`src/rtl/cordic_atanh_iter_if.sv`:
```
// cordic_atanh_iter_if
//   Handshake bundle for the atanh CORDIC core.
//   master : operand producer / result consumer (drives in_valid, in_t, out_ready)
//   slave  : the CORDIC core (drives in_ready, out_valid, out_z, out_ovf)
//   in_valid/in_ready/in_t     : operand t, signed Q3.12
//   out_valid/out_ready/out_z  : result, signed Q3.12, saturated
//   out_ovf                    : operand was out of range, out_z saturated
interface cordic_atanh_iter_if;
  logic               in_valid;
  logic               in_ready;
  logic signed [15:0] in_t;
  logic               out_valid;
  logic               out_ready;
  logic signed [15:0] out_z;
  logic               out_ovf;

  modport master (
    output in_valid, in_t, out_ready,
    input  in_ready, out_valid, out_z, out_ovf
  );

  modport slave (
    input  in_valid, in_t, out_ready,
    output in_ready, out_valid, out_z, out_ovf
  );
endinterface

```
`src/rtl/cordic_atanh_iter.sv`:
```
// cordic_atanh_iter
//   Iterative hyperbolic-vectoring CORDIC computing z = atanh(t), one operand
//   in flight, one micro-rotation per clock (indices 1..ITERS, 4 and 13 done
//   twice). Operands with |t| > TLIM skip the iterations and return a
//   saturated result with out_ovf set.
// Ports
//   clk  : clock, rising edge
//   rst  : synchronous reset, active-high
//   bus  : cordic_atanh_iter_if.slave (in_valid/in_ready/in_t,
//          out_valid/out_ready/out_z/out_ovf)
// Configuration
//   LOGIT_MODE_EN : input is a probability p; t = 2p - 1 and the result is
//                   2*atanh(t) = logit(p). Undefined: plain atanh.
module cordic_atanh_iter #(
  parameter int ITERS = 14,
  parameter int IW    = 20,
  parameter int TLIM  = 3302
) (
  input logic                clk,
  input logic                rst,
  cordic_atanh_iter_if.slave bus
);

  typedef enum logic [1:0] {IDLE, ITER, DONE} state_t;

  localparam logic signed [17:0]   TLIM_P = 18'(TLIM);
  localparam logic signed [17:0]   TLIM_N = -18'(TLIM);
  localparam logic signed [IW-1:0] X_ONE  = IW'(1 << 16);
  localparam logic signed [IW+1:0] Z_MAX  = (IW+2)'(32767);
  localparam logic signed [IW+1:0] Z_MIN  = (IW+2)'(-32768);
  localparam logic signed [IW+1:0] Z_HALF = (IW+2)'(8);

  state_t                state_reg;
  logic signed [IW-1:0]  x_reg, y_reg, z_reg;
  logic [4:0]            i_reg;
  logic                  rep_reg;
  logic                  in_ready_reg, out_valid_reg, out_ovf_reg;
  logic signed [15:0]    out_z_reg;

  // round(atanh(2^-i) * 2^16)
  function automatic logic signed [IW-1:0] atanh_rom(input logic [4:0] idx);
    case (idx)
      5'd1:    atanh_rom = IW'(35999);
      5'd2:    atanh_rom = IW'(16739);
      5'd3:    atanh_rom = IW'(8235);
      5'd4:    atanh_rom = IW'(4101);
      5'd5:    atanh_rom = IW'(2049);
      5'd6:    atanh_rom = IW'(1024);
      5'd7:    atanh_rom = IW'(512);
      5'd8:    atanh_rom = IW'(256);
      5'd9:    atanh_rom = IW'(128);
      5'd10:   atanh_rom = IW'(64);
      5'd11:   atanh_rom = IW'(32);
      5'd12:   atanh_rom = IW'(16);
      5'd13:   atanh_rom = IW'(8);
      5'd14:   atanh_rom = IW'(4);
      5'd15:   atanh_rom = IW'(2);
      5'd16:   atanh_rom = IW'(1);
      default: atanh_rom = '0;
    endcase
  endfunction

  // Operand pre-processing: t in Q3.12 widened to 18 bits so 2p-1 cannot wrap.
  logic signed [17:0]    t_ext;
  logic                  t_ovf;
  logic signed [IW-1:0]  y_ext, y_load;

  always_comb begin
`ifdef LOGIT_MODE_EN
    t_ext = $signed({bus.in_t[15], bus.in_t, 1'b0}) - 18'sd4096;
`else
    t_ext = {{2{bus.in_t[15]}}, bus.in_t};
`endif
    t_ovf  = (t_ext > TLIM_P) || (t_ext < TLIM_N);
    y_ext  = {{(IW-18){t_ext[17]}}, t_ext};
    y_load = y_ext <<< 4;   // Q3.12 -> Q3.16
  end

  // One micro-rotation. d = +1 when y < 0, which drives y toward zero.
  logic signed [IW-1:0]  x_sh, y_sh, x_next, y_next, z_next, ang;
  logic                  rep_pending, last_step;
  logic signed [IW+1:0]  z_scaled, z_rnd;
  logic signed [15:0]    z_sat;

  always_comb begin
    x_sh = x_reg >>> i_reg;
    y_sh = y_reg >>> i_reg;
    ang  = atanh_rom(i_reg);
    if (y_reg[IW-1]) begin
      x_next = x_reg + y_sh;
      y_next = y_reg + x_sh;
      z_next = z_reg - ang;
    end else begin
      x_next = x_reg - y_sh;
      y_next = y_reg - x_sh;
      z_next = z_reg + ang;
    end
    rep_pending = ((i_reg == 5'd4) || (i_reg == 5'd13)) && !rep_reg;
    last_step   = (i_reg == 5'(ITERS)) && !rep_pending;

`ifdef LOGIT_MODE_EN
    z_scaled = {z_next[IW-1], z_next, 1'b0};          // 2*atanh(t)
`else
    z_scaled = {{2{z_next[IW-1]}}, z_next};
`endif
    // Q3.16 -> Q3.12 with round-half-up, then clamp to 16 bits.
    z_rnd = (z_scaled + Z_HALF) >>> 4;
    if (z_rnd > Z_MAX)
      z_sat = 16'sh7FFF;
    else if (z_rnd < Z_MIN)
      z_sat = 16'sh8000;
    else
      z_sat = z_rnd[15:0];
  end

  always_ff @(posedge clk) begin
    if (rst) begin
      state_reg     <= IDLE;
      in_ready_reg  <= 1'b1;
      out_valid_reg <= 1'b0;
      out_z_reg     <= '0;
      out_ovf_reg   <= 1'b0;
      x_reg         <= '0;
      y_reg         <= '0;
      z_reg         <= '0;
      i_reg         <= '0;
      rep_reg       <= 1'b0;
    end else begin
      case (state_reg)
        IDLE: begin
          if (bus.in_valid && in_ready_reg) begin
            in_ready_reg <= 1'b0;
            if (t_ovf) begin
              out_z_reg     <= (t_ext > 18'sd0) ? 16'sh7FFF : 16'sh8001;
              out_ovf_reg   <= 1'b1;
              out_valid_reg <= 1'b1;
              state_reg     <= DONE;
            end else begin
              x_reg     <= X_ONE;
              y_reg     <= y_load;
              z_reg     <= '0;
              i_reg     <= 5'd1;
              rep_reg   <= 1'b0;
              state_reg <= ITER;
            end
          end
        end
        ITER: begin
          x_reg <= x_next;
          y_reg <= y_next;
          z_reg <= z_next;
          if (rep_pending) begin
            rep_reg <= 1'b1;
          end else begin
            rep_reg <= 1'b0;
            i_reg   <= i_reg + 5'd1;
          end
          if (last_step) begin
            out_z_reg     <= z_sat;
            out_ovf_reg   <= 1'b0;
            out_valid_reg <= 1'b1;
            state_reg     <= DONE;
          end
        end
        DONE: begin
          if (bus.out_ready) begin
            out_valid_reg <= 1'b0;
            in_ready_reg  <= 1'b1;
            state_reg     <= IDLE;
          end
        end
        default: state_reg <= IDLE;
      endcase
    end
  end

  assign bus.in_ready  = in_ready_reg;
  assign bus.out_valid = out_valid_reg;
  assign bus.out_z     = out_z_reg;
  assign bus.out_ovf   = out_ovf_reg;

endmodule

```
`src/flat_wrapper.sv`:
```
// flat-port wrapper written by rule: the top's interface ports become plain ports
module cordic_atanh_iter_flat 
#(
  parameter int ITERS = 14,
  parameter int IW    = 20,
  parameter int TLIM  = 3302
)
  (clk, rst, bus_in_valid, bus_in_t, bus_out_ready, bus_in_ready, bus_out_valid, bus_out_z, bus_out_ovf);
  cordic_atanh_iter_if bus_i ();
  input logic clk;
  input logic rst;
  input wire logic [$bits(bus_i.in_valid)-1:0] bus_in_valid;
  input wire logic [$bits(bus_i.in_t)-1:0] bus_in_t;
  input wire logic [$bits(bus_i.out_ready)-1:0] bus_out_ready;
  output wire logic [$bits(bus_i.in_ready)-1:0] bus_in_ready;
  output wire logic [$bits(bus_i.out_valid)-1:0] bus_out_valid;
  output wire logic [$bits(bus_i.out_z)-1:0] bus_out_z;
  output wire logic [$bits(bus_i.out_ovf)-1:0] bus_out_ovf;
  assign bus_i.in_valid = bus_in_valid;
  assign bus_i.in_t = bus_in_t;
  assign bus_i.out_ready = bus_out_ready;
  assign bus_in_ready = bus_i.in_ready;
  assign bus_out_valid = bus_i.out_valid;
  assign bus_out_z = bus_i.out_z;
  assign bus_out_ovf = bus_i.out_ovf;
  cordic_atanh_iter #(.ITERS(ITERS), .IW(IW), .TLIM(TLIM)) u_core (.clk(clk), .rst(rst), .bus(bus_i));
endmodule
```
`config.mk`:
```
export PLATFORM = sky130hd
export DESIGN_NAME = cordic_atanh_iter_flat
export DESIGN_NICKNAME = d
export VERILOG_FILES = /design/src/rtl/cordic_atanh_iter_if.sv /design/src/rtl/cordic_atanh_iter.sv /design/src/flat_wrapper.sv
export SDC_FILE = /design/constraint.sdc
export NUM_CORES = 1
export LEC_CHECK = 0
export ABC_CLOCK_PERIOD_IN_PS = 5000
export BUFFER_PORTS_ARGS = -buffer_cell sky130_fd_sc_hd__buf_2
export CORE_UTILIZATION = 45
export DETAILED_ROUTE_END_ITERATION = 16
export HOLD_SLACK_MARGIN = 0.12
export PLACE_DENSITY = 0.71
export SLEW_MARGIN = 20
export SYNTH_ARGS = -nofsm -noshare
export SYNTH_HDL_FRONTEND = slang
export SYNTH_SLANG_ARGS = --single-unit
```
`constraint.sdc`:
```
create_clock -name clk -period 5 [get_ports clk]
set_input_delay 1.5 -clock clk [delete_from_list [all_inputs] [get_ports clk]]
set_output_delay 1.5 -clock clk [all_outputs]
set_load 0.05 [all_outputs]
```
=== After elaboration in Yosys (flattened, before gate mapping) ===
Memories as Yosys holds them, arrays and structs flattened. A register that Yosys moved wholly into a read port is not among the register bits.
Index checks and enable logic that the tools add are counted.

* Bits of input ports: 20
* Memory bits (read-only): 512
* Memories: 1
* Output and inout bits: 19
* Word-level logic and storage cells: 98
* Register bits after elaboration: 87

* Reductions and logical operators: 17
* Equal/unequal tests: 11
* Add/sub/neg operators: 8
* Shift-type cells: 2
* Mux-type cells: 44
* Order comparisons: 5

{| class="wikitable"
|+ Memory list
! memory !! words !! width !! read ports !! clocked after memory_dff !! wr ports !! line !! source
|-
| (name not given) || 32 || 16 || 1 || 1 || 0 || cordic_atanh_iter.sv:42 || <nowiki>case (idx)</nowiki>
|}

{| class="wikitable"
|+ Operator list
! kind !! number
|-
| $mux 20 || 9
|-
| $pmux 20 s2 || 3
|-
| $mux 16 || 6
|-
| $add 20x20->20 || 3
|-
| $sub 20x20->20 || 3
|-
| $sshr 20x5->20 || 2
|-
| $pmux 16 s2 || 1
|-
| $mux 5 || 5
|-
| $add 20x5->21 const B || 1
|-
| $gt 17x16->1 const B || 1
|-
| $lt 17x16->1 const B || 1
|-
| $gt 16x1->1 const B || 1
|-
| $gt 16x13->1 const B || 1
|-
| $lt 16x13->1 const B || 1
|-
| $eq 5x4->1 const B || 2
|-
| $mux 1 || 10
|-
| $pmux 5 s2 || 1
|-
| $reduce_and 3->1 || 3
|-
| $mux 2 || 4
|-
| $reduce_and 4->1 || 2
|-
| $ne 2x1->1 const B || 3
|-
| $ne 2x2->1 const B || 3
|-
| $pmux 1 s2 || 3
|-
| $pmux 2 s3 || 1
|-
| 12 further kinds || 17
|}

=== Logic depth before layout (Yosys ltp) ===
Gate-level depths: netlist of run 1.

* Depth in word-level cells: 8
* Mapped depth: 26
* Depth with buffers taken out: 22

=== Worst setup path after synthesis of run 1 ===
No wires, ideal clock.

* Path kind: register -> register
* Start: register u_core.i_reg[1]
* End: register u_core.x_reg[19]
* Setup time: 0.074 ns
* Path buffers: 3
* Arrival time: 5.030 ns
* Setup slack: -0.104 ns
* Clock period less this slack: 5.104 ns
* Cell stages (with the launch flop): 23
* Required time: 4.926 ns
* Cell sequence: dfxtp_1 -> buf_2 -> buf_2 -> buf_1 -> mux4_2 -> nor2_1 -> nor2_1 -> mux4_2 -> inv_1 -> ha_1 -> and3_1 -> a21oi_1 -> xor2_1 -> ha_1 -> or4_1 -> o21ai_0 -> o31ai_1 -> a21oi_1 -> o21ai_0 -> o41ai_1 -> xnor2_1 -> or3_1 -> a31oi_1

* Cells in the longest elaborated chain, start to end: 4
* Elaborated cells on any way between the ends: 5
* Those cells by class: add/sub (2); shift (1); mux (2)

{| class="wikitable"
|+ Ends and longest elaborated chain
! item !! line !! source
|-
| from (decl) || cordic_atanh_iter.sv:35 || <nowiki>logic [4:0] i_reg;</nowiki>
|-
| from (signal assigned) || cordic_atanh_iter.sv:156 || <nowiki>i_reg <= i_reg + 5'd1;</nowiki>
|-
| $sshr 20x5->20 * || cordic_atanh_iter.sv:87 || <nowiki>y_sh = y_reg >>> i_reg;</nowiki>
|-
| $sub 20x20->20 / $add 20x20->20 (equally long branches) || cordic_atanh_iter.sv:94, cordic_atanh_iter.sv:90 ||
|-
| $mux 20 * || cordic_atanh_iter.sv:89 || <nowiki>if (y_reg[IW-1]) begin</nowiki>
|-
| $pmux 20 s2 * || cordic_atanh_iter.sv:129 || <nowiki>case (state_reg)</nowiki>
|-
| to (signal assigned) || cordic_atanh_iter.sv:149 || <nowiki>x_reg <= x_next;</nowiki>
|-
| to (decl) || cordic_atanh_iter.sv:34 || <nowiki>logic signed [IW-1:0] x_reg, y_reg, z_reg;</nowiki>
|}

Every way passes the cells marked *; elsewhere a longest branch is shown, timed or not.
A chain may end at the register's enable or synchronous reset.

=== Final worst setup path of run 1 ===
* Start: register u_core.i_reg[0]
* End: register u_core.x_reg[19]

The elaborated chain is that of the path after synthesis.

==> impl_results.md, run 1 <==
- R2R depth: 22
- Die W: 156 um
- Share of cells above drive strength 1: 21.7%
- Final Skew: 0.00913 ns
- Post-DP HPWL: 24400 um
- Hold Crit Class: flop to flop
- Largest net degree at the start of global routing: 56
- Syn avg cell area: 7.95 um^2
- Yosys top cell by area: dfxtp_1
- Via density: 6.27
- R2r setup slk: 0.14 ns
- Critical R2R Launch: u_core.i_reg[0]
- PD cells: 231 nW/um^2
- Total grt overflow: 0
- Hold_buf cts: 0
- Arrival @ worst endpoint: 5.15 ns
- CP endpoint: u_core.x_reg[19]
- Full die area: 24300 um^2
- Fin crit period: 4.86 ns
- Via count: 11100
- Most common cell after layout, fill and taps aside: nor2_1
- Final Worst Setup Slack: 0.142 ns
- Slew headroom: 32.9%
- Reg-to-reg endpoint: u_core.x_reg[19]
- Total Power: 2.91 mW
- Port-buffer cells: 38
- EDFF count, synth: 0
- Worst setup EP type: flop
- Start point of the critical path: u_core.i_reg[0]
- I/O pins: 39
- Mapped Area: 10700 um^2
- Worst-skew pair later-pin latency: 0.37 ns
- RD Place Congestion: a little under 1
- Final period util: 97.2%
- Fin area: 12600 um^2
- Clock Sinks: roughly 100
- Hold slack: 0.489 ns
- ANT cells: 0
- Reg clk slew, reported paths: about 0.080 ns
- Most used DFF post-synth: dfxtp_1
- Final Hold Fails: 0
- Worst Path Required: approximately 5.3 ns
- Syn-to-layout area delta: 17.7%
- CP max FO: 9
- Async S/R FF share, synth: 0%
- Cell variety after synth: 84
- Final antenna-violating net count: 0
- Sequential cell area fraction in the yosys report: 19.3%
- Worst setup SP type: flop
- Layout net count: around 1500
- Number of max-cap violations: 0
- Initial antenna violation count: 1
- Critical path class: flop to flop
- Dpl cell area: 11900 um^2
- Commonest cells after routing, fill and taps aside: nor2_1, buf_4, a21oi_1, dfxtp_1, nand2_1
- Clock buffer depth: 2
- Synth warn: 0
- Status: completed
- Top-area cell type share of the netlist area: 19.3%
- Number of global-route vias before repair: about 9800
- H-tree depth: 3
- # setup viols final: 0
- Fmax: 206 MHz
- Pre-CTS setup slack: -0.0989 ns
- Starting Density: 46.5%
- Seq cells post-synth: 103
- Leakage power: ~5.4 nW
- DR pass1 iterations: 8
- Peak VDD IR: 0.000173 V
- Mapped Cells: ~1300
- Die Span Y: 156 um
- CTS Buf Count: 9
- Final wirelength: 33000 um
- Fin. max-slew vios: 0
- Average wire per cell in the routed design: between 15 and 20 um
- Worst-Margin Slew: 1.01 ns
- Row count: 55
- First-pass GRT wire length: 51000 um
- Total GRT Usage: between 20% and 30%
- Synthesized net count: 1429
- DR iter-0 viols: 1297
- Area of the core: 22900 um^2
- Synth top area cells: dfxtp_1, mux4_2, ha_1, nor2_1, xnor2_1
- Residual DRC count: 0
- RSZ-0062 raised after global routing: true
- Clk root buf: clkbuf_16
- CTS tree: done
layer usage:
layer	up-vias	wire [um]	track usage, %	part of all wire [%]
li1	5231	-	-	-
met1	5267	14400	37.5	44
met2	499	14600	40.2	44
met3	73	3290	4.86	10
met4	2	687	7.94	2.1
met5	-	18	0	0.055
area by class of cell:
cell class                      count  area [um^2]
Timing Repair Buffer              174         1280
Fill cell                        2072        10400
Tap cell                          313          392
Clock buffer                       10          229
Inverter                           47          179
Clock inverter                      6         57.6
Multi-Input combinational cell   1113         8350
Sequential cell                   103         2070
worst min path at each step:
| stage | from | endpoint | slack [ns] | cells past startpoint |
|---|---|---|---|---|
| after CTS | u_core.z_reg[0] | u_core.z_reg[0] | 0.49 | 2 |
| after global routing | u_core.bus.out_ovf | u_core.bus.out_ovf | 0.52 | 2 |
| after floorplan | u_core.z_reg[0] | u_core.z_reg[0] | 0.45 | 2 |
| after global placement | u_core.z_reg[0] | u_core.z_reg[0] | 0.46 | 2 |
| final | u_core.z_reg[0] | u_core.z_reg[0] | 0.49 | 2 |
| after detailed placement | u_core.z_reg[0] | u_core.z_reg[0] | 0.47 | 2 |
logic make-up (layout without fill, tap and decap cells):
logic type	Yosys count	in the layout	share of synthesized area [%]
compound gates	392	392	24.5
xor+xnor	99	99	8.13
fa+ha+maj	68	68	8.19
buf+inv	125	237	4.69
flops	103	103	19.3
mux	88	88	13.9
simple gates	466	466	21.3
power by group:
group          switching, mW  leakage (nW)  total [mW]  internal, mW
clock network          0.381         0.142       0.734         0.353
logic                  0.787          4.41        1.30         0.511
registers             0.0242         0.838       0.874         0.850
cell usage after synthesis (8+ instances only):
cell type and number:
a211oi_1 13, a21o_1 17, a21oi_1 104, a221oi_1 8
a222oi_1 13, a22oi_1 44, a31oi_1 19, and2_1 11
and3_1 15, buf_1 10, buf_2 10, clkbuf_1 55
dfxtp_1 103, ha_1 65, inv_1 40, mux2_1 11
mux2i_1 24, mux4_2 46, nand2_1 87, nand2b_1 20
nand3_1 20, nand4_1 12, nor2_1 192, nor2b_1 13
nor3_1 40, nor4_1 8, o211ai_1 9, o21a_1 15
o21ai_0 58, o21ai_1 10, o21bai_1 8, o31ai_1 9
or3_1 10, xnor2_1 74, xor2_1 25
critical path, stage by stage (launching register included):
cell	delay (ns)
dfxtp_4	0.39
buf_12	0.14
buf_6	0.16
buf_6	0.15
mux4_2	0.56
mux2_2	0.30
a22oi_2	0.22
and3b_1	0.23
and4_4	0.27
nand3_1	0.11
inv_1	0.13
nand2_1	0.09
nor2_2	0.16
a221oi_2	0.05
ha_1	0.36
a21oi_2	0.19
o211ai_1	0.11
a21oi_2	0.17
o21ai_2	0.09
o41ai_2	0.33
xnor2_1	0.12
or3_1	0.31
a31oi_1	0.12
timing repair:
| item | in CTS | in global routing |
|---|---|---|
| gates resized for setup | 2 | 63 |
| endpoints found under the setup margin | 3 | 26 |
| pin swaps | 0 | 19 |
| buffers inserted | 0 | 19 |
stage by stage:
stage | cells | setup TNS (ns) | util, %
6_report | 1766 | 0 | 54.8
5_1_grt | 1766 | -0.248 | 54.8
4_1_cts | 1747 | 0 | 53.1
3_5_place_dp | 1731 | -0.138 | 51.8
3_3_place_gp | 1731 | 0 | 51.8
2_1_floorplan | 1341 | 0 | -
No activity file was read; power rests on OpenSTA's default activity.
==> run 2: changes to the inputs <==
--- a/config.mk
+++ b/config.mk
@@ -5,12 +5,12 @@
 export SDC_FILE = /design/constraint.sdc
 export NUM_CORES = 1
 export LEC_CHECK = 0
-export ABC_CLOCK_PERIOD_IN_PS = 5000
-export BUFFER_PORTS_ARGS = -buffer_cell sky130_fd_sc_hd__buf_2
+export ABC_CLOCK_PERIOD_IN_PS = 5450
+export BUFFER_PORTS_ARGS = -buffer_cell sky130_fd_sc_hd__buf_4
 export CORE_UTILIZATION = 45
 export DETAILED_ROUTE_END_ITERATION = 16
 export HOLD_SLACK_MARGIN = 0.12
-export PLACE_DENSITY = 0.71
+export PLACE_DENSITY = 0.69
 export SLEW_MARGIN = 20
 export SYNTH_ARGS = -nofsm -noshare
 export SYNTH_HDL_FRONTEND = slang
==> constraint.sdc (replaced) <==
create_clock -name clk -period 5.45 [get_ports clk]
set_input_delay 1.635 -clock clk [delete_from_list [all_inputs] [get_ports clk]]
set_output_delay 1.635 -clock clk [all_outputs]
set_load 0.05 [all_outputs]
==> impl_results.md, run 2 (synthesis results as in run 1) <==
- CTS tree: done (unchanged)
- R2R depth: 18 (was 22)
- Total grt overflow: 0 (unchanged)
- DR pass1 iterations: 8 (unchanged)
- Layout net count: 1475 (was 1536)
- Final Skew: 0.0138 ns (was 0.00913 ns)
- Residual DRC count: 0 (unchanged)
- Fmax: 193 MHz (was 206 MHz)
- CP bufs+invs: 1 (was 4)
- Crit path depth: 18 (was 22)
- # setup viols final: 0 (unchanged)
- Number of max-cap violations: 0 (unchanged)
- Hold Crit Class: flop to flop (unchanged)
- Worst setup SP type: flop (unchanged)
- Share of cells above drive strength 1: 15.5% (was 21.7%)
- Die W: 156 um (unchanged)
- RD Place Congestion: 0.951 (was 0.964)
- Hold Crit Depth: 2 (unchanged)
- Final period util: 94.9% (was 97.2%)
- First-pass GRT wire length: 50800 um (was 51000 um)
- Worst setup EP type: flop (unchanged)
- Port-buffer cells: 38 (unchanged)
- Hold_buf cts: 0 (unchanged)
- H-tree depth: 3 (unchanged)
- Peak VDD IR: 0.000143 V (was 0.000173 V)
- Slew headroom: 41.8% (was 32.9%)
- CTS Buf Count: 9 (unchanged)
- Initial antenna violation count: 0 (was 1)
- CP cell instances: mux4_2 > mux2_1 > mux4_2 > inv_1 > ha_1 > and3_1 > a21oi_1 > xor2_1 > ha_1 > or4_1 > o21ai_0 > o31ai_1 > a21oi_1 > o21ai_0 > o41ai_2 > xnor2_1 > or3_1 > a31oi_1 (was buf_12 > buf_6 > buf_6 > mux4_2 > mux2_2 > a22oi_2 > and3b_1 > and4_4 > nand3_1 > inv_1 > nand2_1 > nor2_2 > a221oi_2 > ha_1 > a21oi_2 > o211ai_1 > a21oi_2 > o21ai_2 > o41ai_2 > xnor2_1 > or3_1 > a31oi_1)
- RSZ-0062 raised after global routing: true (unchanged)
- Syn-to-layout area delta: 12.3% (was 17.7%)
- Area of the core: 22900 um^2 (unchanged)
- Average wire per cell in the routed design: 18.3 um (was 18.7 um)
- Full die area: 24300 um^2 (unchanged)
- Final Hold Fails: 0 (unchanged)
- CP max FO: 18 (was 9)
- Clock buffer depth: 2 (unchanged)
- Via count: 10600 (was 11100)
- Row count: 55 (unchanged)
- CP delay by family, top: multiplexers (was compound AO/OA/AOI/OAI gates)
- Status: completed (unchanged)
- Number of cells after detailed placement: 1686 (was 1731)
- Final wirelength: 31100 um (was 33000 um)
- Number of global-route vias before repair: 9942 (was 9844)
- Critical path class: flop to flop (unchanged)
- Final Worst Setup Slack: 0.278 ns (was 0.142 ns)
- Post-DP HPWL: 23400 um (was 24400 um)
- Fin crit period: 5.17 ns (was 4.86 ns)
- Critical path's largest stage delay: 0.61 ns (was 0.56 ns)
- Worst Path Required: 5.75 ns (was 5.29 ns)
- Via density: 6.23 (was 6.27)
- PD cells: 222 nW/um^2 (was 231 nW/um^2)
- Final antenna-violating net count: 0 (unchanged)
- Slowest-stage cell, CP: dfxtp_2 (was mux4_2)
- Arrival @ worst endpoint: 5.47 ns (was 5.15 ns)
- Reg clk slew, reported paths: 0.08 ns (about the same)
- Pre-CTS setup slack: 0.142 ns (was -0.0989 ns)
- Largest net degree at the start of global routing: 76 (was 56)
- Worst-skew pair later-pin latency: 0.37 ns (about the same)
- Total GRT Usage: 26.0% (was 26.4%)
- Starting Density: 46.5% (unchanged)
- Worst-Margin Slew: 0.873 ns (was 1.01 ns)
- Clock Sinks: 103 (unchanged)
- Fin. max-slew vios: 0 (unchanged)
- Clk root buf: clkbuf_16 (unchanged)
- Leakage power: 5.03 nW (was 5.38 nW)
- DR iter-0 viols: 1137 (was 1297)
- Die Span Y: 156 um (unchanged)
- Fillers: 2150 (was 2072)
- I/O pins: 39 (unchanged)
- Commonest cells after routing, fill and taps aside: nor2_1, buf_4, a21oi_1 (was nor2_1, buf_4, a21oi_1, dfxtp_1, nand2_1)
- Final design utilization: 52.3% (was 54.8%)
- Most common cell after layout, fill and taps aside: nor2_1 (unchanged)
- ANT cells: 0 (unchanged)
- Fin cells: 1705 (was 1766)
-- run 2: path summary, 6_finish.rpt --
path	start	slack [ns]	end
max	u_core.i_reg[2]	0.28	u_core.x_reg[19]
min	u_core.z_reg[0]	0.49	u_core.z_reg[0]
max reg2reg	u_core.i_reg[2]	0.28	u_core.x_reg[19]
min reg2reg	u_core.z_reg[0]	0.49	u_core.z_reg[0]
-- run 2: per-stage QoR --
step | setup TNS, ns | hold WS (ns) | area (um^2) | total power, mW
after floorplan | 0 | 0.454 | 10700 | 1.66
after global placement | 0 | 0.466 | 11600 | 1.97
after detailed placement | 0 | 0.476 | 11600 | 1.98
after CTS | 0 | 0.493 | 11900 | 2.66
after global routing | -0.0833 | 0.535 | 12000 | 2.83
final | 0 | 0.492 | 12000 | 2.66
-- run 2: worst reg2reg max path, cell delays in order (launching register included) --
cell	delay, ns
dfxtp_2	0.61
mux4_2	0.41
mux2_1	0.35
mux4_2	0.54
inv_1	0.11
ha_1	0.18
and3_1	0.23
a21oi_1	0.10
xor2_1	0.16
ha_1	0.19
or4_1	0.58
o21ai_0	0.20
o31ai_1	0.12
a21oi_1	0.24
o21ai_0	0.21
o41ai_2	0.29
xnor2_1	0.13
or3_1	0.33
a31oi_1	0.13
-- run 2: routing by layer --
metal	GRT usage [%]	vias to the layer above	share of wire, %
li1	-	5100	-
met1	34.8	5023	44
met2	42.1	447	46
met3	4.39	59	8.0
met4	8.92	0	2.5
met5	0	-	0
-- run 2: where the power goes --
group | switching, mW | internal, mW
registers | 0.0259 | 0.780
logic | 0.713 | 0.471
clock network | 0.338 | 0.335
-- run 2: timing repair --
action | CTS | global route
endpoints found under the setup margin | 0 | 7
setup buffers | 0 | 3
resized for setup | 0 | 7
-- run 2: layout make-up --
type | count | area [um^2] | area share [%]
clock buffer | 10 | 239 | 2.00
clock inverter | 6 | 62.6 | 0.522
inverter | 47 | 176 | 1.47
multi-input combinational | 1113 | 8150 | 68.0
sequential | 103 | 2070 | 17.3
tap | 313 | 392 | 3.27
timing repair buffer | 113 | 890 | 7.43
==> run 3: changes to the inputs <==
--- a/config.mk
+++ b/config.mk
@@ -7,10 +7,10 @@
 export LEC_CHECK = 0
 export ABC_CLOCK_PERIOD_IN_PS = 5450
 export BUFFER_PORTS_ARGS = -buffer_cell sky130_fd_sc_hd__buf_4
-export CORE_UTILIZATION = 45
+export CORE_UTILIZATION = 50
 export DETAILED_ROUTE_END_ITERATION = 16
 export HOLD_SLACK_MARGIN = 0.12
-export PLACE_DENSITY = 0.69
+export PLACE_DENSITY = 0.75
 export SLEW_MARGIN = 20
 export SYNTH_ARGS = -nofsm -noshare
 export SYNTH_HDL_FRONTEND = slang
==> impl_results.md, run 3 (synthesis results as in run 1) <==
- Cell Int Power: 1.69 mW (was 1.59 mW)
- DR pass1 iterations: 6 (was 8)
- Start point of the critical path: u_core.i_reg[1] (was u_core.i_reg[2])
- Fin. max-slew vios: 0 (unchanged)
- Total GRT Usage: 29.4% (was 26.0%)
- Clock buffer depth: 2 (unchanged)
- Total Power: 2.77 mW (was 2.66 mW)
- Worst setup EP type: flop (unchanged)
- CP endpoint: u_core.x_reg[19] (unchanged)
- CTS tree: done (unchanged)
- Worst-skew pair later-pin latency: 0.37 ns (about the same)
- Residual DRC count: 0 (unchanged)
- PD cells: 231 nW/um^2 (was 222 nW/um^2)
- Hold slack: 0.503 ns (was 0.492 ns)
- Port-buffer cells: 38 (unchanged)
- Final Hold Fails: 0 (unchanged)
- Full die area: 21900 um^2 (was 24300 um^2)
- Die Span Y: 148 um (was 156 um)
- Initial antenna violation count: 0 (unchanged)
- Average wire per cell in the routed design: 19.2 um (was 18.3 um)
- Number of max-cap violations: 0 (unchanged)
- Reg-to-reg endpoint: u_core.x_reg[19] (unchanged)
- CP max FO: 12 (was 18)
- Peak VDD IR: 0.000137 V (was 0.000143 V)
- Starting Density: 50.9% (was 46.5%)
- Share of cells above drive strength 1: 15.9% (was 15.5%)
- Critical path's largest stage delay: 0.59 ns (was 0.61 ns)
- H-tree depth: 3 (unchanged)
- # setup viols final: 0 (unchanged)
- Sw Ratio: 39.1% (was 40.4%)
- Flop pwr share: 29.1% (was 30.3%)
- Fin cells: 1672 (was 1705)
- Leakage power: 5.08 nW (was 5.03 nW)
- Area of the core: 21000 um^2 (was 22900 um^2)
- Clk root buf: clkbuf_16 (unchanged)
- Area occupied by multi-input gates: 8160 um^2 (was 8150 um^2)
- First-pass GRT wire length: 51800 um (was 50800 um)
- Number of global-route vias before repair: 10300 (was 9942)
- Final wirelength: 32000 um (was 31100 um)
- Hold Crit Depth: 2 (unchanged)
- Die W: 148 um (was 156 um)
- Critical path class: flop to flop (unchanged)
- R2r setup slk: 0.26 ns (was 0.28 ns)
- Syn-to-layout area delta: 12.6% (was 12.3%)
- CTS Buf Count: 9 (unchanged)
- Final Skew: 0.00976 ns (was 0.0138 ns)
- Logic gate share of total power: 44.0% (was 44.4%)
- Row count: 53 (was 55)
- Via density: 6.47 (was 6.23)
- Fillers: 1920 (was 2150)
- Slew headroom: 28.2% (was 41.8%)
- Total grt overflow: 0 (unchanged)
- ANT cells: 0 (unchanged)
- Most common cell after layout, fill and taps aside: nor2_1 (unchanged)
- Hold_buf cts: 0 (unchanged)
- Part of the power in the clock network: 26.9% (was 25.3%)
- R2R depth: 18 (unchanged)
- Worst Path Required: 5.75 ns (about the same)
- I/O pins: 39 (unchanged)
- Seq. cell area: 2070 um^2 (about the same)
- CP cell instances: mux4_2 > mux2_1 > mux4_2 > inv_1 > ha_1 > and3_1 > a21oi_1 > xor2_1 > ha_1 > or4_1 > o21ai_0 > o31ai_1 > a21oi_2 > o21ai_0 > o41ai_2 > xnor2_1 > or3_1 > a31oi_1 (was mux4_2 > mux2_1 > mux4_2 > inv_1 > ha_1 > and3_1 > a21oi_1 > xor2_1 > ha_1 > or4_1 > o21ai_0 > o31ai_1 > a21oi_1 > o21ai_0 > o41ai_2 > xnor2_1 > or3_1 > a31oi_1)
- Commonest cells after routing, fill and taps aside: nor2_1, buf_4, a21oi_1 (unchanged)
- Worst setup SP type: flop (unchanged)
- Number of cells after detailed placement: 1650 (was 1686)
- Critical R2R Launch: u_core.i_reg[1] (was u_core.i_reg[2])
- Layout net count: 1480 (was 1475)
- Largest net degree at the start of global routing: 40 (was 76)
- Hold Crit Class: flop to flop (unchanged)
- Hold Startpoint: u_core.z_reg[15] (was u_core.z_reg[0])
- Final antenna-violating net count: 0 (unchanged)
- Fmax: 193 MHz (about the same)
- Final period util: 95.2% (was 94.9%)
- Arrival @ worst endpoint: 5.49 ns (was 5.47 ns)
- Clock Sinks: 103 (unchanged)
- Post-DP HPWL: 24200 um (was 23400 um)
- RSZ-0062 raised after global routing: false (was true)
- DR iter-0 viols: 1194 (was 1137)
- Via count: 10800 (was 10600)
- Fin crit period: 5.19 ns (was 5.17 ns)
- Switching power: 1.08 mW (about the same)
- Slowest-stage cell, CP: or4_1 (was dfxtp_2)
- Reg clk slew, reported paths: 0.08 ns (about the same)
- RD Place Congestion: 0.993 (was 0.951)
- Worst-Margin Slew: 1.07 ns (was 0.873 ns)
- Status: completed (unchanged)
==> run 3: cell type report <==
cell class / instances / share of cell area (%)
multi-input cells: 1113 / 67.9
flip-flops and latches: 103 / 17.3
repair buffers: 118 / 7.72
well taps: 275 / 2.86
clock buffers: 9 / 1.87
inverters: 47 / 1.47
clock inverters: 7 / 0.916
==> run 3: timing repair <==
action,CTS,global route
setup endpoints to repair,1,8
setup buffers,0,6
resized for setup,1,9
==> run 3: power by group through the flow <==
| stage | Sequential (mW) | Clock, mW | Combinational, mW |
|---|---|---|---|
| after CTS | 0.808 | 0.757 | 1.20 |
| after floorplan | 0.880 | 0 | 0.776 |
| after global routing | 0.809 | 0.791 | 1.33 |
| after global placement | 0.825 | 0 | 1.17 |
| after detailed placement | 0.826 | 0 | 1.19 |
| final | 0.806 | 0.746 | 1.22 |
==> run 3: worst max-delay path: cells and delay by family (launching register included) <==
family,cells,cell delay (ns)
AND/OR/NAND/NOR,3,1.13
multiplexers,3,1.44
AO/OA/AOI/OAI,7,1.24
XOR/XNOR,2,0.29
buffers and inverters,1,0.11
flip-flops,1,0.50
adder cells (fa/ha/maj),2,0.41
==> run 3: stage by stage <==
step | area [um^2] | setup slack, ns | utilization [%] | setup TNS (ns)
2_1_floorplan | 10700 | 0.346 | - | 0
5_1_grt | 12000 | 0.00445 | 57.3 | 0
6_report | 12000 | 0.259 | 57.3 | 0
4_1_cts | 11900 | 0.0778 | 56.8 | 0
3_5_place_dp | 11600 | -0.0248 | 55.2 | -0.0248
3_3_place_gp | 11600 | 0.155 | 55.2 | 0
==> run 3: worst min path at each step <==
stage | end | slack [ns]
final | u_core.z_reg[15] | 0.50
after global routing | u_core.z_reg[17] | 0.51
after CTS | u_core.z_reg[17] | 0.50
after detailed placement | u_core.z_reg[17] | 0.49
after global placement | u_core.z_reg[0] | 0.47
after floorplan | u_core.z_reg[0] | 0.45
==> run 3: layer usage <==
layer	wire length (um)	vias up	global-route usage, %	share of wire (%)
met5	0	-	0	0
met4	1530	0	14.7	4.8
met3	2370	120	5.43	7.4
met2	15200	494	49.1	47
met1	12900	5089	36.2	40
li1	-	5116	-	-
